File: src/rtl/sli_frame_sequencer_if.sv
// Bus bundle between the frame sequencer and its environment: timing and
// camera-ready inputs plus the pattern index, trigger and status outputs.
interface sli_frame_sequencer_if #(
    parameter int CREDIT_W = 4
);
    logic                mode;
    logic                ori;
    logic                in_vsync;
    logic                rdy;
    logic [1:0]          frq;
    logic [2:0]          fra;
    logic                hold;
    logic                trig;
    logic                f_frm;
    logic                disp_mode;
    logic                seq_done;
    logic [CREDIT_W-1:0] credit;
    logic                ovf;
    logic                timeout;

    modport master (
        output mode, ori, in_vsync, rdy,
        input  frq, fra, hold, trig, f_frm, disp_mode, seq_done, credit, ovf, timeout
    );

    modport slave (
        input  mode, ori, in_vsync, rdy,
        output frq, fra, hold, trig, f_frm, disp_mode, seq_done, credit, ovf, timeout
    );
endinterface

File: src/rtl/sli_frame_sequencer.sv
// Structured-light frame sequencer: once per frame (vsync rise) decides
// whether the pattern index advances or holds, paced by camera-ready credits.
// Also produces the camera trigger, display-mode latch and status flags.
module sli_frame_sequencer #(
    parameter int NUM_FRQ        = 4,
    parameter int FRAMES_PER_FRQ = 8,
    parameter int CREDIT_W       = 4,
    parameter int TIMEOUT_FRAMES = 64
) (
    input  logic                 clk,
    input  logic                 rst_n,
    sli_frame_sequencer_if.slave bus
);
    typedef enum logic [1:0] {
        S_IDLE = 2'd0,
        S_ARM  = 2'd1,
        S_RUN  = 2'd2
    } state_t;

    localparam logic [1:0]          FRQ_LAST   = 2'(NUM_FRQ - 1);
    localparam logic [2:0]          FRA_LAST   = 3'(FRAMES_PER_FRQ - 1);
    localparam logic [CREDIT_W-1:0] CREDIT_MAX = '1;
    localparam logic [7:0]          HELD_LIMIT = 8'(TIMEOUT_FRAMES);

    // Input conditioning: rdy_p0/rdy_p1 form the synchroniser, rdy_p2 is the edge register
    logic rdy_p0, rdy_p1, rdy_p2;
    logic vsync_q, mode_q;
    logic rdy_rise, vs_rise, vs_fall, mode_rise, mode_fall;

    state_t              state_q, state_d;
    logic [1:0]          frq_q, frq_d;
    logic [2:0]          fra_q, fra_d;
    logic                hold_q, hold_d;
    logic                trig_q, trig_d;
    logic                disp_q, disp_d;
    logic                seq_done_q, seq_done_d;
    logic [CREDIT_W-1:0] credit_q, credit_d;
    logic                ovf_q, ovf_d;
    logic                tmo_q, tmo_d;
    logic [7:0]          held_q, held_d;
    logic                ori_q, ori_d;
    logic [7:0]          held_inc;

    // Synchronise rdy and register the level-sensitive inputs for edge detection
    always_ff @(posedge clk) begin
        if (!rst_n) begin
            rdy_p0  <= 1'b0;
            rdy_p1  <= 1'b0;
            rdy_p2  <= 1'b0;
            vsync_q <= 1'b0;
            mode_q  <= 1'b0;
        end else begin
            rdy_p0  <= bus.rdy;
            rdy_p1  <= rdy_p0;
            rdy_p2  <= rdy_p1;
            vsync_q <= bus.in_vsync;
            mode_q  <= bus.mode;
        end
    end

    assign rdy_rise  = rdy_p1 & ~rdy_p2;
    assign vs_rise   = bus.in_vsync & ~vsync_q;
    assign vs_fall   = ~bus.in_vsync & vsync_q;
    assign mode_rise = bus.mode & ~mode_q;
    assign mode_fall = ~bus.mode & mode_q;

    // State and output registers
    always_ff @(posedge clk) begin
        if (!rst_n) begin
            state_q    <= S_IDLE;
            frq_q      <= 2'd0;
            fra_q      <= 3'd0;
            hold_q     <= 1'b1;
            trig_q     <= 1'b0;
            disp_q     <= 1'b0;
            seq_done_q <= 1'b0;
            credit_q   <= '0;
            ovf_q      <= 1'b0;
            tmo_q      <= 1'b0;
            held_q     <= 8'd0;
            ori_q      <= 1'b0;
        end else begin
            state_q    <= state_d;
            frq_q      <= frq_d;
            fra_q      <= fra_d;
            hold_q     <= hold_d;
            trig_q     <= trig_d;
            disp_q     <= disp_d;
            seq_done_q <= seq_done_d;
            credit_q   <= credit_d;
            ovf_q      <= ovf_d;
            tmo_q      <= tmo_d;
            held_q     <= held_d;
            ori_q      <= ori_d;
        end
    end

    // Next-state and output decisions; mode_fall outranks every other event
    always_comb begin
        state_d    = state_q;
        frq_d      = frq_q;
        fra_d      = fra_q;
        hold_d     = hold_q;
        trig_d     = trig_q;
        disp_d     = disp_q;
        seq_done_d = 1'b0;
        credit_d   = credit_q;
        ovf_d      = ovf_q;
        tmo_d      = tmo_q;
        held_d     = held_q;
        ori_d      = ori_q;
        held_inc   = (held_q == 8'hFF) ? held_q : held_q + 8'd1;

        if (vs_fall) begin
            disp_d = bus.mode;
            trig_d = 1'b0;
        end

        if (mode_fall) begin
            state_d  = S_IDLE;
            frq_d    = 2'd0;
            fra_d    = 3'd0;
            hold_d   = 1'b1;
            trig_d   = 1'b0;
            credit_d = '0;
            ovf_d    = 1'b0;
            tmo_d    = 1'b0;
        end else if (mode_rise) begin
            state_d  = S_ARM;
            credit_d = '0;
        end else begin
            unique case (state_q)
                S_IDLE: state_d = S_IDLE;
                S_ARM: begin
                    if (vs_rise) begin
                        state_d  = S_RUN;
                        frq_d    = 2'd0;
                        fra_d    = 3'd0;
                        hold_d   = 1'b0;
                        trig_d   = 1'b1;
                        credit_d = '0;
                        ori_d    = bus.ori;
                        held_d   = 8'd0;
                    end
                end
                S_RUN: begin
                    if (vs_rise) begin
                        if (bus.ori != ori_q) begin
                            // Orientation change restarts the sequence on a held frame
                            frq_d    = 2'd0;
                            fra_d    = 3'd0;
                            hold_d   = 1'b1;
                            trig_d   = 1'b0;
                            credit_d = '0;
                            ori_d    = bus.ori;
                        end else if ((credit_q != '0) || rdy_rise) begin
                            if (fra_q == FRA_LAST) begin
                                fra_d = 3'd0;
                                if (frq_q == FRQ_LAST) begin
                                    frq_d      = 2'd0;
                                    seq_done_d = 1'b1;
                                end else begin
                                    frq_d = frq_q + 2'd1;
                                end
                            end else begin
                                fra_d = fra_q + 3'd1;
                            end
                            hold_d   = 1'b0;
                            trig_d   = 1'b1;
                            held_d   = 8'd0;
                            // A coincident ready pulse replaces the credit being spent
                            credit_d = rdy_rise ? credit_q : credit_q - CREDIT_W'(1);
                        end else begin
                            hold_d = 1'b1;
                            trig_d = 1'b0;
                            held_d = held_inc;
                            if (held_inc >= HELD_LIMIT) begin
                                tmo_d = 1'b1;
                            end
                        end
                    end else if (rdy_rise) begin
                        if (credit_q == CREDIT_MAX) begin
                            ovf_d = 1'b1;
                        end else begin
                            credit_d = credit_q + CREDIT_W'(1);
                        end
                    end
                end
                default: state_d = S_IDLE;
            endcase
        end
    end

    assign bus.frq       = frq_q;
    assign bus.fra       = fra_q;
    assign bus.hold      = hold_q;
    assign bus.trig      = trig_q;
    assign bus.f_frm     = (frq_q == 2'd0) && (fra_q == 3'd0);
    assign bus.disp_mode = disp_q;
    assign bus.seq_done  = seq_done_q;
    assign bus.credit    = credit_q;
    assign bus.ovf       = ovf_q;
    assign bus.timeout   = tmo_q;
endmodule

File: src/flat_wrapper.sv
// flat-port wrapper written by rule: the top's interface ports become plain ports
module sli_frame_sequencer_flat 
#(
    parameter int NUM_FRQ        = 4,
    parameter int FRAMES_PER_FRQ = 8,
    parameter int CREDIT_W       = 4,
    parameter int TIMEOUT_FRAMES = 64
)
  (clk, rst_n, bus_mode, bus_ori, bus_in_vsync, bus_rdy, bus_frq, bus_fra, bus_hold, bus_trig, bus_f_frm, bus_disp_mode, bus_seq_done, bus_credit, bus_ovf, bus_timeout);
  sli_frame_sequencer_if #(.CREDIT_W(CREDIT_W)) bus_i ();
  input  logic clk;
  input  logic rst_n;
  input wire logic [$bits(bus_i.mode)-1:0] bus_mode;
  input wire logic [$bits(bus_i.ori)-1:0] bus_ori;
  input wire logic [$bits(bus_i.in_vsync)-1:0] bus_in_vsync;
  input wire logic [$bits(bus_i.rdy)-1:0] bus_rdy;
  output wire logic [$bits(bus_i.frq)-1:0] bus_frq;
  output wire logic [$bits(bus_i.fra)-1:0] bus_fra;
  output wire logic [$bits(bus_i.hold)-1:0] bus_hold;
  output wire logic [$bits(bus_i.trig)-1:0] bus_trig;
  output wire logic [$bits(bus_i.f_frm)-1:0] bus_f_frm;
  output wire logic [$bits(bus_i.disp_mode)-1:0] bus_disp_mode;
  output wire logic [$bits(bus_i.seq_done)-1:0] bus_seq_done;
  output wire logic [$bits(bus_i.credit)-1:0] bus_credit;
  output wire logic [$bits(bus_i.ovf)-1:0] bus_ovf;
  output wire logic [$bits(bus_i.timeout)-1:0] bus_timeout;
  assign bus_i.mode = bus_mode;
  assign bus_i.ori = bus_ori;
  assign bus_i.in_vsync = bus_in_vsync;
  assign bus_i.rdy = bus_rdy;
  assign bus_frq = bus_i.frq;
  assign bus_fra = bus_i.fra;
  assign bus_hold = bus_i.hold;
  assign bus_trig = bus_i.trig;
  assign bus_f_frm = bus_i.f_frm;
  assign bus_disp_mode = bus_i.disp_mode;
  assign bus_seq_done = bus_i.seq_done;
  assign bus_credit = bus_i.credit;
  assign bus_ovf = bus_i.ovf;
  assign bus_timeout = bus_i.timeout;
  sli_frame_sequencer #(.NUM_FRQ(NUM_FRQ), .FRAMES_PER_FRQ(FRAMES_PER_FRQ), .CREDIT_W(CREDIT_W), .TIMEOUT_FRAMES(TIMEOUT_FRAMES)) u_core (.clk(clk), .rst_n(rst_n), .bus(bus_i));
endmodule
File: config.mk
export PLATFORM = sky130hd
export DESIGN_NAME = sli_frame_sequencer_flat
export DESIGN_NICKNAME = d
export VERILOG_FILES = /design/src/rtl/sli_frame_sequencer_if.sv /design/src/rtl/sli_frame_sequencer.sv /design/src/flat_wrapper.sv
export SDC_FILE = /design/constraint.sdc
export NUM_CORES = 1
export LEC_CHECK = 0
export ABC_AREA = 1
export CAP_MARGIN = 20
export CORE_MARGIN = 2
export CORE_UTILIZATION = 55
export CTS_BUF_LIST = sky130_fd_sc_hd__clkbuf_4
export CTS_CLUSTER_DIAMETER = 60
export DETAILED_ROUTE_END_ITERATION = 6
export GPL_TIMING_DRIVEN = 1
export PLACE_DENSITY = 0.79
export REMOVE_ABC_BUFFERS = 1
export SKIP_LAST_GASP = 1
export SYNTH_ARGS = -nofsm -noshare
export SYNTH_HDL_FRONTEND = slang
export SYNTH_SLANG_ARGS = --single-unit
File: constraint.sdc
create_clock -name clk -period 1.8 [get_ports clk]
set_input_delay 0.36 -clock clk [delete_from_list [all_inputs] [get_ports clk]]
set_output_delay 0.36 -clock clk [all_outputs]
set_load 0.02 [all_outputs]
# Word-level counts from Yosys, hierarchy flattened
# Index checks and enable logic that the tools add are counted.
word_totals:
  reg_bits: 31
  inputBits: 6
  output_inout_bits: 16
  wordCells: 127
classes:
  add_sub_neg: 5
  n_lt_le_gt_ge: 1
  eq_ne: 19
  mux: 47
  bitwise: 18
  reduce_logical: 19
ops:
  columns: ["operator", "n"]
  rows:
  - ["2-to-1 mux 8 bit", 5]
  - ["AND reduction 6 bit", 5]
  - ["2-to-1 mux 4 bit", 7]
  - ["one-hot mux 8 bit (2 select lines)", 1]
  - ["2-to-1 mux 1 bit", 15]
  - ["2-to-1 mux 3 bit", 5]
  - ["2-to-1 mux 2 bit", 7]
  - ["NOT 1 bit", 13]
  - ["inequality test 3 x 1 -> 1 bit, second input constant", 4]
  - ["AND reduction 5 bit", 2]
  - ["adder 8 x 1 -> 8 bit, second input constant", 1]
  - ["equality test 8 bit, second input constant", 1]
  - ["greater-or-equal comparator 8 x 7 -> 1 bit, second input constant", 1]
  - ["inequality test 2 x 1 -> 1 bit, second input constant", 4]
  - ["inequality test 4 bit, second input constant", 2]
  - ["one-hot mux 2 bit (2 select lines)", 2]
  - ["one-hot mux 4 bit (2 select lines)", 1]
  - ["OR reduction 8 bit", 1]
  - ["one-hot mux 1 bit (2 select lines)", 3]
  - ["one-hot mux 3 bit (2 select lines)", 1]
  - ["AND 1 bit", 5]
  - ["adder 4 x 1 -> 4 bit, second input constant", 1]
  - ["equality test 2 bit, second input constant", 2]
  - ["equality test 4 bit, second input constant", 1]
  - ["other kinds (18)", 19]

# Depth between registers and ports, before layout
# Gate-level depths: netlist of run 1.
logic_depth:
  depth_word: 8
  depth_mapped: 11
  mapped_depth_nobuf: 11

# Least setup slack after synthesis of run 1
# Ideal clock, no wire load.
synth_path:
  kind: "register -> register"
  start: "register u_core.credit_q[0] (netlist: u_core.bus.credit[0])"
  end: "register u_core.fra_q[1] (netlist: u_core.bus.fra[1])"
  setup_time_ns: 0.116
  t_arrival_ns: 1.360
  required_time_ns: 1.684
  slack_ns: 0.323
  stages_incl_launch_ff: 9
  n_path_buf: 0
  period_less_slack_ns: 1.477
  cell_sequence: "dfxtp_1 -> inv_1 -> ha_1 -> nand3_2 -> nor2_1 -> inv_2 -> nand2_2 -> o21ai_1 -> nor2_1"
synth_between:
  elab_chain_len: 4
synth_rtl:
  columns: ["item", "line_no", "source"]
  rows:
  - ["start: declaration", "sli_frame_sequencer.sv:37", "logic [CREDIT_W-1:0] credit_q, credit_d;"]
  - ["start signal: assignment", "sli_frame_sequencer.sv:90", "credit_q <= credit_d;"]
  - ["nonzero test 4 bit", "sli_frame_sequencer.sv:156", "end else if ((credit_q != '0) || rdy_rise) begin"]
  - ["logical OR 1 bit", "sli_frame_sequencer.sv:156", null]
  - ["inequality test 3 x 1 -> 1 bit (no line)", null, null]
  - ["AND reduction 5 bit (no line)", null, null]
  - ["end signal: assignment", "sli_frame_sequencer.sv:85", "fra_q <= fra_d;"]
  - ["end: declaration", "sli_frame_sequencer.sv:32", "logic [2:0] fra_q, fra_d;"]
# No other way between the ends.
# A chain may end at the register's enable or synchronous reset.

# Final worst setup path of run 1
layout_path:
  start: "register u_core.fra_q[0] (netlist: u_core.bus.fra[0])"
  end: "output port bus_f_frm"
layout_between:
  elab_chain_len: 2
layout_rtl:
  columns: ["item", "line_no", "source"]
  rows:
  - ["logical NOT 3 bit", "sli_frame_sequencer.sv:198", "assign bus.f_frm = (frq_q == 2'd0) && (fra_q == 3'd0);"]
  - ["logical AND 1 bit", "sli_frame_sequencer.sv:198", null]
  - ["end: declaration", "flat_wrapper.sv:21", "output wire logic [$bits(bus_i.f_frm)-1:0] bus_f_frm;"]
# No other way between the ends.

==> impl_metrics.toml, run 1 <==
[run_status]
status = "complete, no violations"

[pwr]
power.leakage_uw = 0.00114
ir_worst_vdd_v = 0.000424
clockPowerShare_pct = 29.2
p_int_uw = 968
power_density_nw_per_um2 = 570
swShare_pct = 28.8
pwr-share-comb_pct = 17.9
p_sw_uw = 392
p_seq_share_pct = 52.9

[yosys]
ys_seq_area_share_pct = 33.0
synth_seq_cells = 31
synthCells = 289
yosys_warnings = 0
syn_area_um2 = 1880
synth_area_per_cell_um2 = 6.52
ys_types = 27

[sta]
fin_crit_ns = 1.76
period_share_pct = 97.6
max-slew-margin-rel_pct = 84.7
setup_viol = 0
fin_skew_ns = 0.00787
tightest_slew_ns = 0.229
drv_slew = 0
rsz0062_at_grt = "true"
setup_tns_ns = 0
fmax_ghz = 0.569
finalHoldViolCount = 0

[critical_path]
reg2reg_from = "u_core.state_q[0]$_SDFFE_PP0P_"
cp-startpoint = "u_core.bus.fra[0]$_SDFFE_PP0P_"
criticalPathCategory = "register to output port"
crit_fanout = 5
cp.required_ns = 1.44
reg2reg_depth = 9
r2r_slack_ns = 0.23
r2r_end = "u_core.held_q[2]$_SDFFE_PN0P_"
worstPathArrival_ns = 1.40
cp-start-kind = "register"
critPathCaptureType = "output port"
crit_end = "bus_f_frm"

[drt]
vias_per_cell = 4.89
wl_per_cell_um = 10.7
firstDrtPassIters = 4
drc = 0
routed_wl_um = 4150
drtIter0Drc = 160
vias = 1886
drtAntennaViolNets = 0

[clocking]
postCtsSetupBuffers = 0
clockRootBuffer = "clkbuf_4"
clkSlewWorstSetupHoldPaths_ns = 0.10
cts_resized = 3
cts.sinks = 31
cts_max_level = 2
clk_latency_ns = 0.33
cts_max_path_buffers = 2
cts_tree = "done"
postCtsHoldBufs = 0
cts_inserted_buffers = 5

[place]
dpl.cell_count = 378
dp_hpwl_um = 3310
numPortBuffers = 21
gp_congestion = 0.853

[die]
ios = 22
die_h_um = 62.5
rows = 21
die_w_um = 62.5
core_um2 = 3310
die-area_um2 = 3910
start_util_pct = 56.9

[global_routing]
grt_pass1_wl_um = 7560
grt-ovfl-total = 0
antenna_found_initial = 0
grt_pass1_vias = 1720
track_usage_pct = 23.9
grt_max_degree = 10

[cells_and_area]
fillers = 284
drive_above_1_share_pct = 17.9
nets = 357
layout.cells.non_filler = 386
syn2layout_area_growth_pct = 26.8
antennaDiodeCount = 0

[worst_hold_path]
worstHoldStart = "u_core.rdy_p0$_SDFF_PN0_"
min_path_type = "register to register"

[flow_run]
drv_cap = 0
-- worst max-delay path: stages (launching register included) --
cell,delay (ns)
dfxtp_1,0.41
inv_1,0.07
ha_1,0.19
nand2_1,0.05
nor2_1,0.03
dlygate4sd2_1,0.31
-- power by group through the flow --
stage               Clock (uW)  Combinational, uW  Sequential (uW)
finish                     397                244              720
global route               447                272              723
CTS                        401                241              720
detailed placement           0                243              735
global placement             0                238              735
floorplan                    0                132              744
-- per-layer routing --
layer  vias up  routed length, um  global-route usage (%)
met5         -                  0                       0
met3         7                158                    4.50
met4         0                 65                    9.72
met2        36               2010                    39.2
met1       839               1920                    31.0
li1       1004                  -                       -
-- area by class of cell --
type	instances	area (um2)	area share, %
multi-input combinational	206	1070	45.0
clock buffer	6	45.0	1.89
timing repair buffer	45	393	16.5
inverter	50	188	7.86
sequential	31	623	26.1
tap	46	57.6	2.41
clock inverter	2	7.51	0.314
-- through the flow --
stage	util [%]	setup slack (ns)	total power, uW	area, um2	hold slack, ns
2_1_floorplan	-	0.323	876	1870	0.390
3_3_place_gp	70.0	-0.192	973	2320	0.404
3_5_place_dp	70.0	-0.243	978	2320	0.407
4_1_cts	71.6	0.0167	1360	2370	0.426
5_1_grt	72.1	-0.0540	1440	2390	0.436
6_report	72.1	0.0426	1360	2390	0.421
-- how the worst min path moves through the flow --
stage | depth (start not counted) | slack [ns] | end
2_1_floorplan | 2 | 0.39 | u_core.rdy_p1$_SDFF_PN0_
3_3_place_gp | 2 | 0.40 | u_core.rdy_p1$_SDFF_PN0_
3_5_place_dp | 2 | 0.41 | u_core.rdy_p1$_SDFF_PN0_
4_1_cts | 2 | 0.43 | u_core.rdy_p1$_SDFF_PN0_
5_1_grt | 2 | 0.44 | u_core.rdy_p1$_SDFF_PN0_
6_report | 2 | 0.42 | u_core.rdy_p1$_SDFF_PN0_
-- registers in the layout, indices dropped and copies added (netlist names) --
| register | count |
|---|---|
| u_core.held_q | 8 |
| u_core.bus.credit | 4 |
| u_core.bus.fra | 3 |
| u_core.bus.frq | 2 |
| u_core.state_q | 2 |
| u_core.bus.disp_mode | 1 |
| u_core.bus.hold | 1 |
| u_core.bus.ovf | 1 |
| u_core.bus.seq_done | 1 |
| u_core.bus.timeout | 1 |
| u_core.bus.trig | 1 |
| u_core.mode_q | 1 |
| u_core.ori_q | 1 |
| u_core.rdy_p0 | 1 |
| u_core.rdy_p1 | 1 |
| u_core.rdy_p2 | 1 |
| u_core.vsync_q | 1 |
-- synthesized netlist by cell type --
| master | count | area, um2 |
|---|---|---|
| nand2_1 | 82 | 308 |
| inv_1 | 42 | 158 |
| nor2_1 | 37 | 139 |
| dfxtp_1 | 31 | 621 |
| nand3_1 | 18 | 90.1 |
| a21oi_1 | 17 | 85.1 |
| ha_1 | 12 | 150 |
| inv_2 | 8 | 30.0 |
| nand4_1 | 6 | 37.5 |
| o21ai_1 | 5 | 25.0 |
| nand2_2 | 4 | 25.0 |
| nor2_2 | 4 | 25.0 |
| o21ai_0 | 4 | 20.0 |
| nand3_2 | 3 | 30.0 |
| nor2_4 | 3 | 33.8 |
| xnor2_1 | 2 | 17.5 |
| a211oi_1 | 1 | 7.51 |
| a21oi_2 | 1 | 8.76 |
| a31oi_1 | 1 | 6.26 |
| buf_2 | 1 | 5.00 |
| buf_4 | 1 | 7.51 |
| nor2_8 | 1 | 20.0 |
| nor3_1 | 1 | 5.00 |
| o22ai_1 | 1 | 6.26 |
| o31a_1 | 1 | 8.76 |
| o31ai_1 | 1 | 7.51 |
| or2_1 | 1 | 6.26 |
-- kinds of logic after synthesis --
| family | after synthesis | synth area share (%) |
|---|---|---|
| compound gates | 32 | 9.30 |
| xor+xnor | 2 | 0.930 |
| fa+ha+maj | 12 | 7.97 |
| buf+inv | 52 | 10.6 |
| flops | 31 | 33.0 |
| simple gates | 160 | 38.2 |
-- placed cells by master, fill, tap and decap left out, types with 6 or more instances in the layout --
master | synthesis | routed
inv_1 | 42 | 41
a21oi_1 | 17 | 16
inv_2 | 8 | 9
nand4_1 | 6 | 6
ha_1 | 12 | 10
clkbuf_4 | 0 | 6
clkdlybuf4s50_1 | 0 | 17
buf_4 | 1 | 24
nor2_1 | 37 | 36
nand3_1 | 18 | 18
nand2_1 | 82 | 82
dfxtp_1 | 31 | 29
Note: power is estimated with default switching activity, not from simulation.
==> run 2: changes to the inputs <==
--- a/config.mk
+++ b/config.mk
@@ -8,12 +8,13 @@
 export ABC_AREA = 1
 export CAP_MARGIN = 20
 export CORE_MARGIN = 2
-export CORE_UTILIZATION = 55
+export CORE_UTILIZATION = 45
 export CTS_BUF_LIST = sky130_fd_sc_hd__clkbuf_4
 export CTS_CLUSTER_DIAMETER = 60
 export DETAILED_ROUTE_END_ITERATION = 6
 export GPL_TIMING_DRIVEN = 1
-export PLACE_DENSITY = 0.79
+export HOLD_SLACK_MARGIN = 0.06
+export PLACE_DENSITY = 0.66
 export REMOVE_ABC_BUFFERS = 1
 export SKIP_LAST_GASP = 1
 export SYNTH_ARGS = -nofsm -noshare
==> run 2 against run 1 <==
Compared with the run above:
- global-route usage fell by 3.0 points
- maximum frequency up 2.9%
- hold slack worse by 0.00075 ns
- sequential power barely moved
- combinational power about the same
- flip-flop and latch count did not move
- largest power group unchanged
==> impl_metrics.toml, run 2 (synthesis results as in run 1) <==
[pwr]
power_density_nw_per_um2 = 620
power.leakage_uw = 0.00117
total_power_uw = 1510
ir_worst_vdd_v = 0.000630

[cells_and_area]
top_register = "u_core.held_q"
antennaDiodeCount = 0
nets = 360
layout.cells.non_filler = 393
layout_commonest_cell = "nand2_1"
largest_reg_flops = 8
layout_common_cells = "82 x nand2_1, 42 x inv_1, 36 x nor2_1, 27 x buf_4, 27 x dfxtp_1"
drive_above_1_share_pct = 18.4
postLayoutCellArea_um2 = 2430
syn2layout_area_growth_pct = 29.2

[sta]
finalHoldViolCount = 0
fin_crit_ns = 1.71
fmax_ghz = 0.586
rsz0062_at_grt = "true"
tightest_slew_ns = 0.255
period_share_pct = 94.9
setup_tns_ns = 0
drv_slew = 0
max-slew-margin-rel_pct = 82.9
setup_viol = 0
fin_skew_ns = 0.00704
whs_ns = 0.421

[global_routing]
grt_max_degree = 11
grt-ovfl-total = 0
grt_pass1_vias = 1737
track_usage_pct = 21.0
antenna_found_initial = 0
grt_pass1_wl_um = 7420

[die]
ios = 22
die_h_um = 68.7
core_um2 = 4000
rows = 23
die_w_um = 68.7
start_util_pct = 47.1
die-area_um2 = 4720

[clocking]
clk_latency_ns = 0.34
cts_max_path_buffers = 2
cts_max_level = 2
cts_inserted_buffers = 5
cts.sinks = 31
cts_tree = "done"
postCtsHoldBufs = 0
clkSlewWorstSetupHoldPaths_ns = 0.10
postCtsSetupBuffers = 0
clockRootBuffer = "clkbuf_4"

[critical_path]
max_stage_delay_ns = 0.62
reg2reg_depth = 9
cp-start-kind = "register"
worstPathArrival_ns = 1.35
cpLargestDelayFamily = "buffers and inverters"
cp.required_ns = 1.44
crit_fanout = 4
slowest_stage = "clkdlybuf4s50_1"
crit_chain = "clkdlybuf4s50_1"
critPathCaptureType = "output port"
critPathBufInv = 1
criticalPathCategory = "register to output port"
worst-path-stages = 1

[drt]
wl_per_cell_um = 10.8
routed_wl_um = 4260
firstDrtPassIters = 4
drtAntennaViolNets = 0
vias_per_cell = 4.74
vias = 1861
drc = 0
drtIter0Drc = 114

[place]
placed_area_um2 = 2350
dpl.cell_count = 385
dp_hpwl_um = 3330
numPortBuffers = 21
gp_congestion = 0.874

[flow_run]
drv_cap = 0

[worst_hold_path]
min_path_type = "register to register"
hold_depth = 2

[run_status]
status = "complete, no violations"
-- run 2: changes by cell type in the layout (fill, tap and decap cells not counted), sizes merged --
cell           previous run  this run
buf                      24        27
bufinv                    0         1
clkbuf                    6         5
clkdlybuf4s15             0         1
dlygate4sd2               2         1
-- run 2: routing by layer --
layer | up-vias | track usage [%] | part of all wire (%)
li1 | 1008 | - | -
met1 | 809 | 27.1 | 49
met2 | 34 | 33.4 | 44
met3 | 10 | 5.19 | 4.1
met4 | 0 | 8.33 | 2.7
met5 | - | 0 | 0
-- run 2: report_power, final --
| part | switching, uW | leakage, uW | internal (uW) |
|---|---|---|---|
| Sequential | 14.7 | 0.000254 | 704 |
| Clock | 259 | 0.0000426 | 285 |
| Combinational | 140 | 0.000878 | 107 |
| Total | 414 | 0.00117 | 1100 |
-- run 2: worst register-to-register path: cells and delay by family (launching register included) --
family	cells	cell delay [ns]
fa+ha+maj	1	0.28
simple gates	3	0.26
flops	1	0.36
buf+inv	3	0.30
compound gates	2	0.35
-- run 2: final cells by class --
cell class	count	area, um2
clock buffer	5	37.5
clock inverter	3	38.8
fill	391	1570
inverter	50	188
multi-input combinational	206	1060
sequential	31	626
tap	50	62.6
timing repair buffer	48	417
-- run 2: per-stage QoR --
stage,worst slack (ns),utilization [%]
2_1_floorplan,0.323,-
3_3_place_gp,-0.120,58.6
3_5_place_dp,-0.144,58.6
4_1_cts,0.00341,60.5
5_1_grt,-0.00157,60.8
6_report,0.0921,60.8
-- run 2: repair_timing --
item,CTS,global route
endpoints found under the setup margin,3,7
pin swaps,0,0
resized for setup,3,7
-- run 2: path summary, 6_finish.rpt --
check | slack, ns | startpoint | to
max | 0.09 | u_core.bus.fra[2]$_SDFFE_PP0P_ | bus_fra[2]
min reg2reg | 0.42 | u_core.rdy_p0$_SDFF_PN0_ | u_core.rdy_p1$_SDFF_PN0_
min | 0.42 | u_core.rdy_p0$_SDFF_PN0_ | u_core.rdy_p1$_SDFF_PN0_
max reg2reg | 0.19 | u_core.state_q[0]$_SDFFE_PP0P_ | u_core.held_q[0]$_SDFFE_PN0P_
